File: src/rtl/aes_rx.sv
// Byte-to-block receiver: assembles 16 strobed bytes (MSB-first) into a 128-bit block for a downstream FIFO.
// Latency: wr asserts in the cycle after the edge that accepts byte 15 (two edges after its strobe is sampled).
// Backpressure: full stalls the single pending block; a block completing while one is still pending is dropped and sets overflow.
module aes_rx #(
    parameter int TIMEOUT = 64
) (
    input  logic         clk,
    input  logic         rst_n,
    input  logic         en,
    input  logic [7:0]   rx,
    input  logic         shakehand,
    input  logic         full,
    input  logic         clr,
    output logic [127:0] data,
    output logic         wr,
    output logic         overflow,
    output logic         err,
    output logic         busy
);

    localparam logic [7:0] IDLE_MAX = 8'(TIMEOUT - 1);

    // Assembly side only; the pending output (PEND) is tracked by out_valid_q so
    // a new block can be gathered while the previous one waits on full.
    typedef enum logic {
        ST_IDLE,
        ST_RECV
    } asm_state_t;

    asm_state_t   state_q, state_d;
    logic [7:0]   rx_q, rx_d;
    logic         hs_q, hs_d;
    logic         hs_prev_q, hs_prev_d;
    logic [119:0] asm_q, asm_d;
    logic [3:0]   cnt_q, cnt_d;
    logic [7:0]   idle_q, idle_d;
    logic [127:0] data_q, data_d;
    logic         out_valid_q, out_valid_d;
    logic         overflow_q, overflow_d;
    logic         err_q, err_d;
    logic         byte_acc;
    logic         drop;

    assign byte_acc = en & (hs_q ^ hs_prev_q);
    assign wr       = out_valid_q & ~full & en;
    assign data     = data_q;
    assign overflow = overflow_q;
    assign err      = err_q;
    assign busy     = (cnt_q != 4'd0);

    always_comb begin
        rx_d        = rx_q;
        hs_d        = hs_q;
        hs_prev_d   = hs_prev_q;
        asm_d       = asm_q;
        cnt_d       = cnt_q;
        idle_d      = idle_q;
        data_d      = data_q;
        out_valid_d = out_valid_q;
        overflow_d  = overflow_q;
        err_d       = err_q;
        drop        = 1'b0;
        if (en) begin
            rx_d      = rx;
            hs_d      = shakehand;
            hs_prev_d = hs_q;
            err_d     = 1'b0;
            if (wr) begin
                out_valid_d = 1'b0;
            end
            if (byte_acc) begin
                asm_d  = {asm_q[111:0], rx_q};
                cnt_d  = cnt_q + 4'd1;
                idle_d = 8'd0;
                if (cnt_q == 4'd15) begin
                    // Replacing a block only works if the old one leaves this cycle.
                    if (out_valid_q && !wr) begin
                        drop = 1'b1;
                    end else begin
                        data_d      = {asm_q, rx_q};
                        out_valid_d = 1'b1;
                    end
                end
            end else if (state_q == ST_RECV) begin
                if (idle_q == IDLE_MAX) begin
                    cnt_d  = 4'd0;
                    idle_d = 8'd0;
                    err_d  = 1'b1;
                end else begin
                    idle_d = idle_q + 8'd1;
                end
            end else begin
                idle_d = 8'd0;
            end
            if (clr) begin
                overflow_d = 1'b0;
            end
            if (drop) begin
                overflow_d = 1'b1;
            end
        end
        state_d = (cnt_d != 4'd0) ? ST_RECV : ST_IDLE;
    end

    always_ff @(posedge clk or negedge rst_n) begin
        if (!rst_n) begin
            state_q     <= ST_IDLE;
            rx_q        <= 8'd0;
            hs_q        <= 1'b0;
            hs_prev_q   <= 1'b0;
            asm_q       <= '0;
            cnt_q       <= 4'd0;
            idle_q      <= 8'd0;
            data_q      <= '0;
            out_valid_q <= 1'b0;
            overflow_q  <= 1'b0;
            err_q       <= 1'b0;
        end else begin
            state_q     <= state_d;
            rx_q        <= rx_d;
            hs_q        <= hs_d;
            hs_prev_q   <= hs_prev_d;
            asm_q       <= asm_d;
            cnt_q       <= cnt_d;
            idle_q      <= idle_d;
            data_q      <= data_d;
            out_valid_q <= out_valid_d;
            overflow_q  <= overflow_d;
            err_q       <= err_d;
        end
    end

endmodule

File: config.mk
export PLATFORM = sky130hd
export DESIGN_NAME = aes_rx
export DESIGN_NICKNAME = d
export VERILOG_FILES = /design/src/rtl/aes_rx.sv
export SDC_FILE = /design/constraint.sdc
export NUM_CORES = 1
export LEC_CHECK = 0
export CAP_MARGIN = 15
export CELL_PAD_IN_SITES_DETAIL_PLACEMENT = 0
export CELL_PAD_IN_SITES_GLOBAL_PLACEMENT = 1
export CORE_AREA = 2 2 158 160
export CTS_CLUSTER_DIAMETER = 40
export DETAILED_ROUTE_END_ITERATION = 8
export DIE_AREA = 0 0 160 162
export PLACE_DENSITY_LB_ADDON = 0.2
export SYNTH_ARGS = -nofsm -noshare
export SYNTH_HDL_FRONTEND = slang
export SYNTH_SLANG_ARGS = --single-unit
File: constraint.sdc
create_clock -name clk -period 2.1 [get_ports clk]
set_input_delay 0.21 -clock clk [delete_from_list [all_inputs] [get_ports clk]]
set_output_delay 0.21 -clock clk [all_outputs]
set_load 0.1 [all_outputs]
==> results of run 1 <==
[metrics by stage]
step	std cells	cell area [µm²]
final	1412	13500
after global routing	1412	13500
after CTS	1412	13500
after detailed placement	1346	12200
after global placement	1346	12200
after floorplan	889	10500
[what timing repair did]
action | in CTS | in global routing
hold endpoints to repair | 57 | 0
gates resized for setup | 0 | 1
hold buffers | 1 | 0
setup endpoints to repair | 0 | 1
buffers inserted | 0 | 0
[state kept, by name, summed over array words and instances, names as in the netlist, 4 cells and up]
signal  cells
asm_q     120
cnt_q       4
data      128
idle_q      8
rx_q        8
[per-layer routing]
| metal | share of wire | vias up | wire (µm) |
|---|---|---|---|
| li1 | - | 3218 | - |
| met3 | 0.060 | 33 | 1300 |
| met4 | 0.018 | 0 | 391 |
| met1 | 0.45 | 3364 | 9850 |
| met5 | 0 | - | 0 |
| met2 | 0.47 | 134 | 10100 |
[placed cells by master (no fill, tap or decap), types with 2 or more instances in the layout]
cell,synthesis,routed
xnor2_1,4,4
clkinv_2,0,5
buf_4,0,147
bufinv_16,0,5
nand2_1,370,370
nand3_1,6,6
clkinv_4,0,2
mux2_1,100,100
clkbuf_1,13,6
clkdlybuf4s50_1,0,12
clkbuf_16,0,39
inv_1,4,4
nand4_1,2,2
buf_12,0,17
o21ai_0,11,11
mux2_2,38,38
and2_1,2,2
and3_1,4,4
dfrtp_1,274,274
nor2_1,10,9
ha_1,3,3
clkbuf_8,0,6
[where the power goes]
| part | internal (mW) | switching [mW] |
|---|---|---|
| Clock | 4.21 | 2.21 |
| Combinational | 1.68 | 5.46 |
| Sequential | 6.90 | 1.23 |
| Total | 12.8 | 8.90 |
[final cells by class]
cell class / instances / area (µm²) / share of cell area
flip-flops and latches: 274 / 6860 / 0.508
inverters: 5 / 18.8 / 0.00139
repair buffers: 178 / 1590 / 0.118
clock inverters: 14 / 209 / 0.0155
well taps: 324 / 405 / 0.0300
multi-input cells: 566 / 3350 / 0.248
clock buffers: 51 / 1080 / 0.0800
[cell families (layout without fill, tap and decap cells)]
| family | after synthesis | after routing | synth area share |
|---|---|---|---|
| adders and majority gates | 3 | 3 | 0.00356 |
| and+or+nand+nor | 403 | 403 | 0.151 |
| AOI/OAI and AO/OA | 16 | 16 | 0.00879 |
| buffers and inverters | 49 | 248 | 0.0327 |
| xor gates and xnor gates | 5 | 5 | 0.00487 |
| muxes | 139 | 139 | 0.148 |
| DFF | 274 | 274 | 0.651 |
[how the worst min path moves through the flow]
stage	start	to	slack [ns]	depth (start not counted)
detailed placement	rst_n	data[126]	0.19	1
CTS	rst_n	asm_q[1]	0.26	2
global route	rst_n	data[126]	0.29	2
global placement	rst_n	data[126]	0.20	1
finish	rst_n	data[126]	0.25	2
floorplan	rst_n	asm_q[0]	-0.09	0
==> flow_summary_export.csv, run 1 <==
group,metric,value,unit
synthesis,synth_top_flop_cell,"dfrtp_1",
hold_path,hold_path.class,"in2async",
clock_network,cts-root-buf,"clkbuf_16",
power_and_ir_drop,vdd_drop_max,1.07,mV
layout,antennaDiodeCount,0,
global_routing,grt_max_degree,84,
sta,rsz0062_at_grt,"false",
setup_path,path_cells,"inv_1 -> ha_1 -> or3b_4 -> buf_12",
placement,place_ws,-0.00419,ns
floorplanning,start_util,0.437,
global_routing,grtUsageMet3,0.0475,
setup_path,reg2reg_depth,7,
sta,setup_tns,0,ns
synthesis,synth.top_cells.by_count,"370 x nand2_1, 274 x dfrtp_1, 100 x mux2_1, 38 x mux2_2, 13 x clkbuf_1",
global_routing,top_usage_layer,"met2",
setup_path,end_kind,"output pin",
clock_network,clk_latency,0.51,ns
clock_network,path_clk_slew,0.05,ns
layout,final_util,0.560,
floorplanning,ios,146,
setup_path,endpoint,"busy",
setup_path,reg2reg_to,"data[58]",
floorplanning,die_height,162,µm
setup_path,rrSetupSlack,0.19,ns
synthesis,ys_seq_area_frac,0.651,
synthesis,ys_warn_count,0,
sta,layout_setup_ws,0.165,ns
outcome,status,"completed",
sta,max_freq,517,MHz
sta,post-route-min-period,1.93,ns
floorplanning,fp.coreArea,24100,µm²
routing,first_iter_violations,334,
global_routing,grt_util_met1,0.231,
synthesis,synth_top_area_cell,"dfrtp_1",
setup_path,reg2reg_from,"hs_q",
power_and_ir_drop,leakagePower,7.34,nW
routing,first_pass_iters,4,
global_routing,gr-total-overflow,0,
sta,final-hold-violation-count,0,
synthesis,synth.most_common_cell,"nand2_1",
synthesis,ys_ff_latch,274,
global_routing,first_global_vias,6944,
routing,drc,0,
synthesis,syn_inst,889,
layout,fill_cells,2121,
setup_path,critPathMaxFanout,4,
setup_path,path_buf_inv,2,
layout,nets,1079,
sta,maxSlewViolCount,0,
floorplanning,die_x,160,µm
setup_path,cp_data_arrival_time,1.72,ns
synthesis,synth_area_leaders,"dfrtp_1 65%, nand2_1 13%, mux2_1 11%",
setup_path,critPathTopFamily,"flip-flops",
synthesis,synth_edf_count,0,
placement,post-dp-hpwl,14200,µm
sta,setup_violations,0,
synthesis,synth_area_per_cell,11.8,µm²
global_routing,grt_usage,0.173,
setup_path,cp_slowest_cell,"dfrtp_1",
clock_network,htree_levels,2,
clock_network,cts.path.max_buffers,3,
sta,finalClockSkew,0.0195,ns
sta,hold_slack,0.253,ns
floorplanning,num_rows,57,
global_routing,grt_pass1_wl,36400,µm
placement,gp_congestion,0.718,
placement,portBuffers,145,
global_routing,gr-usage-met2,0.278,
setup_path,required,1.89,ns
run,maxCapViolCount,0,
layout,drive_gt1_frac,0.248,
global_routing,grt_antenna_before_repair,0,
clock_network,cts_tree,"built",
synthesis,synthArstFlopShare,1.00,
sta,min_period_over_period,0.921,
routing,wl_per_cell,15.3,µm
synthesis,netlist_area,10500,µm²
setup_path,critPathLaunchType,"flip-flop",
setup_path,critPathLaunch,"cnt_q[0]",
routing,ant_nets,0,
floorplanning,die-area,25900,µm²
synthesis,synth_nets,906,
clock_network,cts_buffers,37,
clock_network,clock-sinks,274,
setup_path,path_depth,4,
synthesis,yosysTopAreaCellShare,0.651,
setup_path,max_stage_delay,0.41,ns
setup_path,crit_type,"reg2out",
power_and_ir_drop,total_power,21.7,mW
layout,area_growth,28.2,%
synthesis,synthDistinctLibCells,35,
power_and_ir_drop,power_density,1610,nW/µm²
routing,routed_wl,21700,µm
routing,vias,6749,
routing,vias_per_cell,4.78,
sta,maxSlewHeadroom,0.652,
sta,worst_slew_pin_slew,0.522,ns
Power figures use the tool's default switching activity.
==> run 2: changes to the inputs <==
--- a/config.mk
+++ b/config.mk
@@ -12,6 +12,7 @@
 export CTS_CLUSTER_DIAMETER = 40
 export DETAILED_ROUTE_END_ITERATION = 8
 export DIE_AREA = 0 0 160 162
+export GPL_TIMING_DRIVEN = 0
 export PLACE_DENSITY_LB_ADDON = 0.2
 export SYNTH_ARGS = -nofsm -noshare
 export SYNTH_HDL_FRONTEND = slang
==> run 2 against run 1 <==
Largest power group unchanged. Setup slack worse by 0.13 ns. Critical path depth is 1 lower. Register-to-register slack lost 0.10 ns. Die area unchanged. Fmax shrank 6.2%. Critical endpoint is now wr. Count of clock-buffer cells in the layout shrank 8.
==> flow_summary_export.csv, run 2 (same netlist as run 1, synthesis figures left out) <==
group,metric,value,unit
sta,setup_violations,0,
routing,first_pass_iters,4,
routing,vias_per_cell,4.80,
setup_path,crit_type,"reg2out",
sta,worst_slew_pin_slew,1.01,ns
power_and_ir_drop,pwr-share-seq,0.379,
setup_path,critPathLaunchType,"flip-flop",
setup_path,max_stage_delay,0.82,ns
power_and_ir_drop,leakagePower,7.64,nW
outcome,status,"completed",
clock_network,clk_latency,0.50,ns
routing,ant_nets,0,
placement,placed_cell_area,12400,µm²
layout,largest_reg_flops,128,
routing,routed-wl-met2,10300,µm
power_and_ir_drop,p_switching,9.08,mW
clock_network,cts-root-buf,"clkbuf_16",
layout,area_growth,29.3,%
routing,wl_per_cell,15.6,µm
power_and_ir_drop,total_power,21.5,mW
layout,antennaDiodeCount,0,
sta,post-route-min-period,2.06,ns
power_and_ir_drop,p_comb_frac,0.325,
layout,most-common-layout-cells,"370 x nand2_1, 274 x dfrtp_1, 130 x dlygate4sd2_1",
routing,routed_wl,22300,µm
routing,drt-met1-wl,10600,µm
power_and_ir_drop,p_clk_frac,0.297,
global_routing,grt_usage,0.178,
sta,maxSlewViolCount,0,
global_routing,grt_pass1_wl,37300,µm
global_routing,first_global_vias,7046,
clock_network,path_clk_slew,0.06,ns
sta,hold_slack,0.133,ns
power_and_ir_drop,vdd_drop_max,1.02,mV
global_routing,grt_antenna_before_repair,0,
power_and_ir_drop,power_density,1580,nW/µm²
layout,layout_commonest_cell,"nand2_1",
setup_path,path_cells,"nand2_1 -> nor2_2 -> clkdlybuf4s15_1",
routing,first_iter_violations,297,
floorplanning,fp.coreArea,24100,µm²
placement,dp_cells,1359,
global_routing,gr-total-overflow,0,
hold_path,hold_path.class,"in2reg",
setup_path,required,1.89,ns
floorplanning,die_height,162,µm
placement,post-dp-hpwl,14800,µm
routing,vias,6860,
layout,drive_gt1_frac,0.129,
layout,stdcell_area,13600,µm²
routing,top_layer,"met4",
floorplanning,start_util,0.437,
floorplanning,die_x,160,µm
clock_network,clock-sinks,274,
setup_path,cp_slowest_cell,"clkdlybuf4s15_1",
clock_network,cts_tree,"built",
floorplanning,die-area,25900,µm²
global_routing,grt_max_degree,119,
power_and_ir_drop,internal_power,12.4,mW
clock_network,cts.path.max_buffers,3,
setup_path,end_kind,"output pin",
routing,wl_met3,989,µm
layout,nets,1096,
power_and_ir_drop,sw_frac_of_total,0.423,
routing,drc,0,
setup_path,critPathMaxFanout,3,
layout,stdcell_count,1429,
floorplanning,ios,146,
clock_network,cts_buffers,37,
setup_path,rrSetupSlack,0.09,ns
placement,gp_congestion,0.740,
sta,rsz0062_at_grt,"true",
setup_path,cp_data_arrival_time,1.85,ns
clock_network,htree_levels,2,
floorplanning,num_rows,57,
placement,portBuffers,144,
sta,max_freq,485,MHz
sta,finalClockSkew,0.0145,ns
sta,min_period_over_period,0.982,
run,maxCapViolCount,0,
sta,final-hold-violation-count,0,
sta,maxSlewHeadroom,0.328,
-- run 2: path summary, 6_finish.rpt --
| check | endpoint | depth (start not counted) | from |
|---|---|---|---|
| max | wr | 3 | out_valid_q |
| min | hs_prev_q | 2 | en |
| max reg2reg | data[16] | 7 | hs_q |
| min reg2reg | asm_q[113] | 2 | asm_q[113] |
| max in group asynchronous | data[29] | 4 | rst_n |
| min in group asynchronous | data[126] | 2 | rst_n |
-- run 2: cell type report --
type / instances / area (µm²)
clock buffer: 43 / 978
sequential: 274 / 6860
buffer: 44 / 342
tap: 324 / 405
timing repair buffer: 151 / 1400
clock inverter: 22 / 285
fill: 2189 / 10500
inverter: 5 / 18.8
multi-input combinational: 566 / 3340
-- run 2: what timing repair did --
action                                  4_1_cts  5_1_grt
endpoints found under the setup margin      232      131
cloned                                        0        0
hold buffers                                  1        0
setup buffers                                 0        4
gates resized for setup                     141        5
hold endpoints to repair                     42        0
pin swaps                                     0        1
-- run 2: worst max-delay path, delay by kind of cell (launching register included) --
kind                   cells  cell delay (ns)
flip-flops                 1             0.36
buffers and inverters      1             0.82
AND/OR/NAND/NOR            2             0.17
-- run 2: power groups by stage --
stage	clock [mW]	combinational, mW	sequential, mW
2_1_floorplan	0	1.71	11.7
3_3_place_gp	0	7.25	8.25
3_5_place_dp	0	7.35	8.25
4_1_cts	6.50	6.99	8.16
5_1_grt	6.73	7.40	8.37
6_report	6.37	6.97	8.12
-- run 2: metal layers --
| layer | up-vias | track usage |
|---|---|---|
| met2 | 149 | 0.281 |
| li1 | 3270 | - |
| met1 | 3402 | 0.254 |
| met5 | - | 0 |
| met3 | 39 | 0.0319 |
| met4 | 0 | 0.0565 |
-- run 2: metrics by stage --
stage	utilization	worst slack [ns]	setup TNS (ns)
2_1_floorplan	-	0.315	0
3_3_place_gp	0.514	-11.20	-3078.31
3_5_place_dp	0.516	-0.270	-17.96
4_1_cts	0.562	0.00181	0
5_1_grt	0.565	-0.0175	-0.0768
6_report	0.565	0.0381	0
==> run 3: changes to the inputs <==
--- a/config.mk
+++ b/config.mk
@@ -9,10 +9,10 @@
 export CELL_PAD_IN_SITES_DETAIL_PLACEMENT = 0
 export CELL_PAD_IN_SITES_GLOBAL_PLACEMENT = 1
 export CORE_AREA = 2 2 158 160
-export CTS_CLUSTER_DIAMETER = 40
 export DETAILED_ROUTE_END_ITERATION = 8
 export DIE_AREA = 0 0 160 162
 export GPL_TIMING_DRIVEN = 0
+export MAX_ROUTING_LAYER = met4
 export PLACE_DENSITY_LB_ADDON = 0.2
 export SYNTH_ARGS = -nofsm -noshare
 export SYNTH_HDL_FRONTEND = slang
==> run 3 against run 2 <==
Cell count shrank 0.98%. Utilization is 1.2 points lower. Via count fell by 1.9%. Routed wire length down 2.1%. Global-route usage up 0.10 points. Critical path type is now reg2reg.
==> flow_summary_export.csv, run 3 (same netlist as run 1, synthesis figures left out) <==
group,metric,value,unit
power_and_ir_drop,power_density,1510,nW/µm²
global_routing,grtUsageMet3,0.0268,
clock_network,cts_buffers,29,
global_routing,grt_max_degree,119,
global_routing,grt_antenna_before_repair,0,
placement,post-dp-hpwl,14800,µm
setup_path,endpoint,"data[111]",
global_routing,grt_pass1_wl,36700,µm
sta,rsz0062_at_grt,"true",
placement,portBuffers,144,
setup_path,cp_data_arrival_time,2.43,ns
clock_network,cts_tree,"built",
power_and_ir_drop,vdd_drop_max,1.02,mV
routing,vias,6731,
setup_path,max_stage_delay,0.42,ns
global_routing,top_usage_layer,"met2",
routing,drc,0,
setup_path,crit_type,"reg2reg",
layout,most-common-layout-cells,"370 x nand2_1, 274 x dfrtp_1, 130 x dlygate4sd2_1",
clock_network,cts.path.max_buffers,3,
layout,final_util,0.553,
floorplanning,die-area,25900,µm²
power_and_ir_drop,leakagePower,7.51,nW
global_routing,gr-total-overflow,0,
outcome,status,"completed",
sta,setup_tns,0,ns
clock_network,htree_levels,1,
setup_path,reg2reg_to,"data[111]",
setup_path,required,2.50,ns
setup_path,end_kind,"flip-flop",
setup_path,path_cells,"xnor2_2 -> nor2_4 -> nand4_2 -> nor2b_4 -> buf_6 -> buf_6 -> mux2_2",
setup_path,critPathLaunchType,"flip-flop",
routing,first_pass_iters,4,
sta,hold_slack,0.101,ns
layout,antennaDiodeCount,0,
sta,maxSlewHeadroom,0.326,
setup_path,critPathMaxFanout,10,
placement,dp_cells,1359,
floorplanning,num_rows,57,
setup_path,critPathTopFamily,"simple AND/OR/NAND/NOR gates",
floorplanning,start_util,0.437,
routing,routed_wl,21900,µm
sta,min_period_over_period,0.963,
power_and_ir_drop,total_power,20.2,mW
layout,nets,1087,
sta,post-route-min-period,2.02,ns
routing,first_iter_violations,311,
sta,max_freq,494,MHz
floorplanning,die_x,160,µm
setup_path,critPathLaunch,"hs_q",
global_routing,grt_usage,0.179,
global_routing,grt_util_met1,0.254,
layout,drive_gt1_frac,0.115,
floorplanning,ios,146,
layout,area_growth,26.5,%
sta,maxSlewViolCount,0,
setup_path,rrSetupSlack,0.08,ns
routing,wl_per_cell,15.5,µm
setup_path,cp_common_cell,"buf_6",
layout,stdcell_count,1415,
setup_path,reg2reg_from,"hs_q",
floorplanning,fp.coreArea,24100,µm²
run,maxCapViolCount,0,
setup_path,cp_slowest_cell,"dfrtp_1",
clock_network,clk_latency,0.53,ns
global_routing,first_global_vias,6889,
setup_path,reg2reg_depth,7,
setup_path,path_buf_inv,2,
floorplanning,die_height,162,µm
layout,layout_commonest_cell,"nand2_1",
sta,setup_violations,0,
layout,largest_reg_flops,128,
setup_path,path_depth,7,
clock_network,path_clk_slew,0.06,ns
sta,final-hold-violation-count,0,
routing,ant_nets,0,
placement,gp_congestion,0.749,
hold_path,hold_path.class,"in2reg",
sta,worst_slew_pin_slew,1.02,ns
sta,finalClockSkew,0.0122,ns
routing,vias_per_cell,4.76,
clock_network,cts-root-buf,"clkbuf_16",
global_routing,gr-usage-met2,0.277,
clock_network,clock-sinks,274,
run 3: cell count changes in the layout (fill, tap and decap cells not counted), moves of 2 or more:
cell and delta:
clkinvlp_4 -2, clkinv_4 -7, bufinv_16 -4, clkbuf_8 +9, inv_6 -3, clkbuf_1 +3, buf_8 -2, clkinv_2 -2
clkbuf_16 -8
run 3: routing by layer:
layer  routed length, µm  share of wire
met1               10500           0.48
met2               10100           0.46
met3                 816          0.037
met4                 430          0.020
met5                   0              0
run 3: cell type report:
| cell class | count | area (µm²) |
|---|---|---|
| Timing Repair Buffer | 151 | 1400 |
| Multi-Input combinational cell | 566 | 3340 |
| Inverter | 5 | 18.8 |
| Tap cell | 324 | 405 |
| Sequential cell | 274 | 6860 |
| Clock buffer | 48 | 917 |
| Buffer | 43 | 334 |
| Clock inverter | 4 | 52.6 |
| Fill cell | 2217 | 10800 |
run 3: power by group:
part | switching (mW) | total, mW | internal, mW
Clock | 2.00 | 5.08 | 3.08
Combinational | 5.48 | 6.98 | 1.50
Sequential | 1.23 | 8.12 | 6.89
Total | 8.71 | 20.2 | 11.5
run 3: timing repair:
item / CTS / global route
buffers inserted: 0 / 4
hold buffers: 1 / 0
pin swaps: 0 / 1
hold endpoints to repair: 42 / 0
resized for setup: 143 / 5
endpoints found under the setup margin: 232 / 132
run 3: stage by stage:
| stage | area (µm²) | setup slack [ns] |
|---|---|---|
| finish | 13300 | 0.0777 |
| global route | 13300 | -0.0241 |
| CTS | 13300 | 0.00357 |
| detailed placement | 12400 | -0.270 |
| global placement | 12400 | -11.20 |
| floorplan | 10500 | 0.315 |
run 3: how the worst min path moves through the flow:
stage / start / slack, ns / end / cells after the start
after CTS: en / 0.08 / hs_prev_q / 2
final: en / 0.10 / hs_prev_q / 2
after global placement: asm_q[112] / 0.46 / asm_q[112] / 2
after floorplan: rst_n / -0.09 / asm_q[0] / 0
after global routing: en / 0.09 / hs_prev_q / 2
after detailed placement: rst_n / 0.11 / data[126] / 1
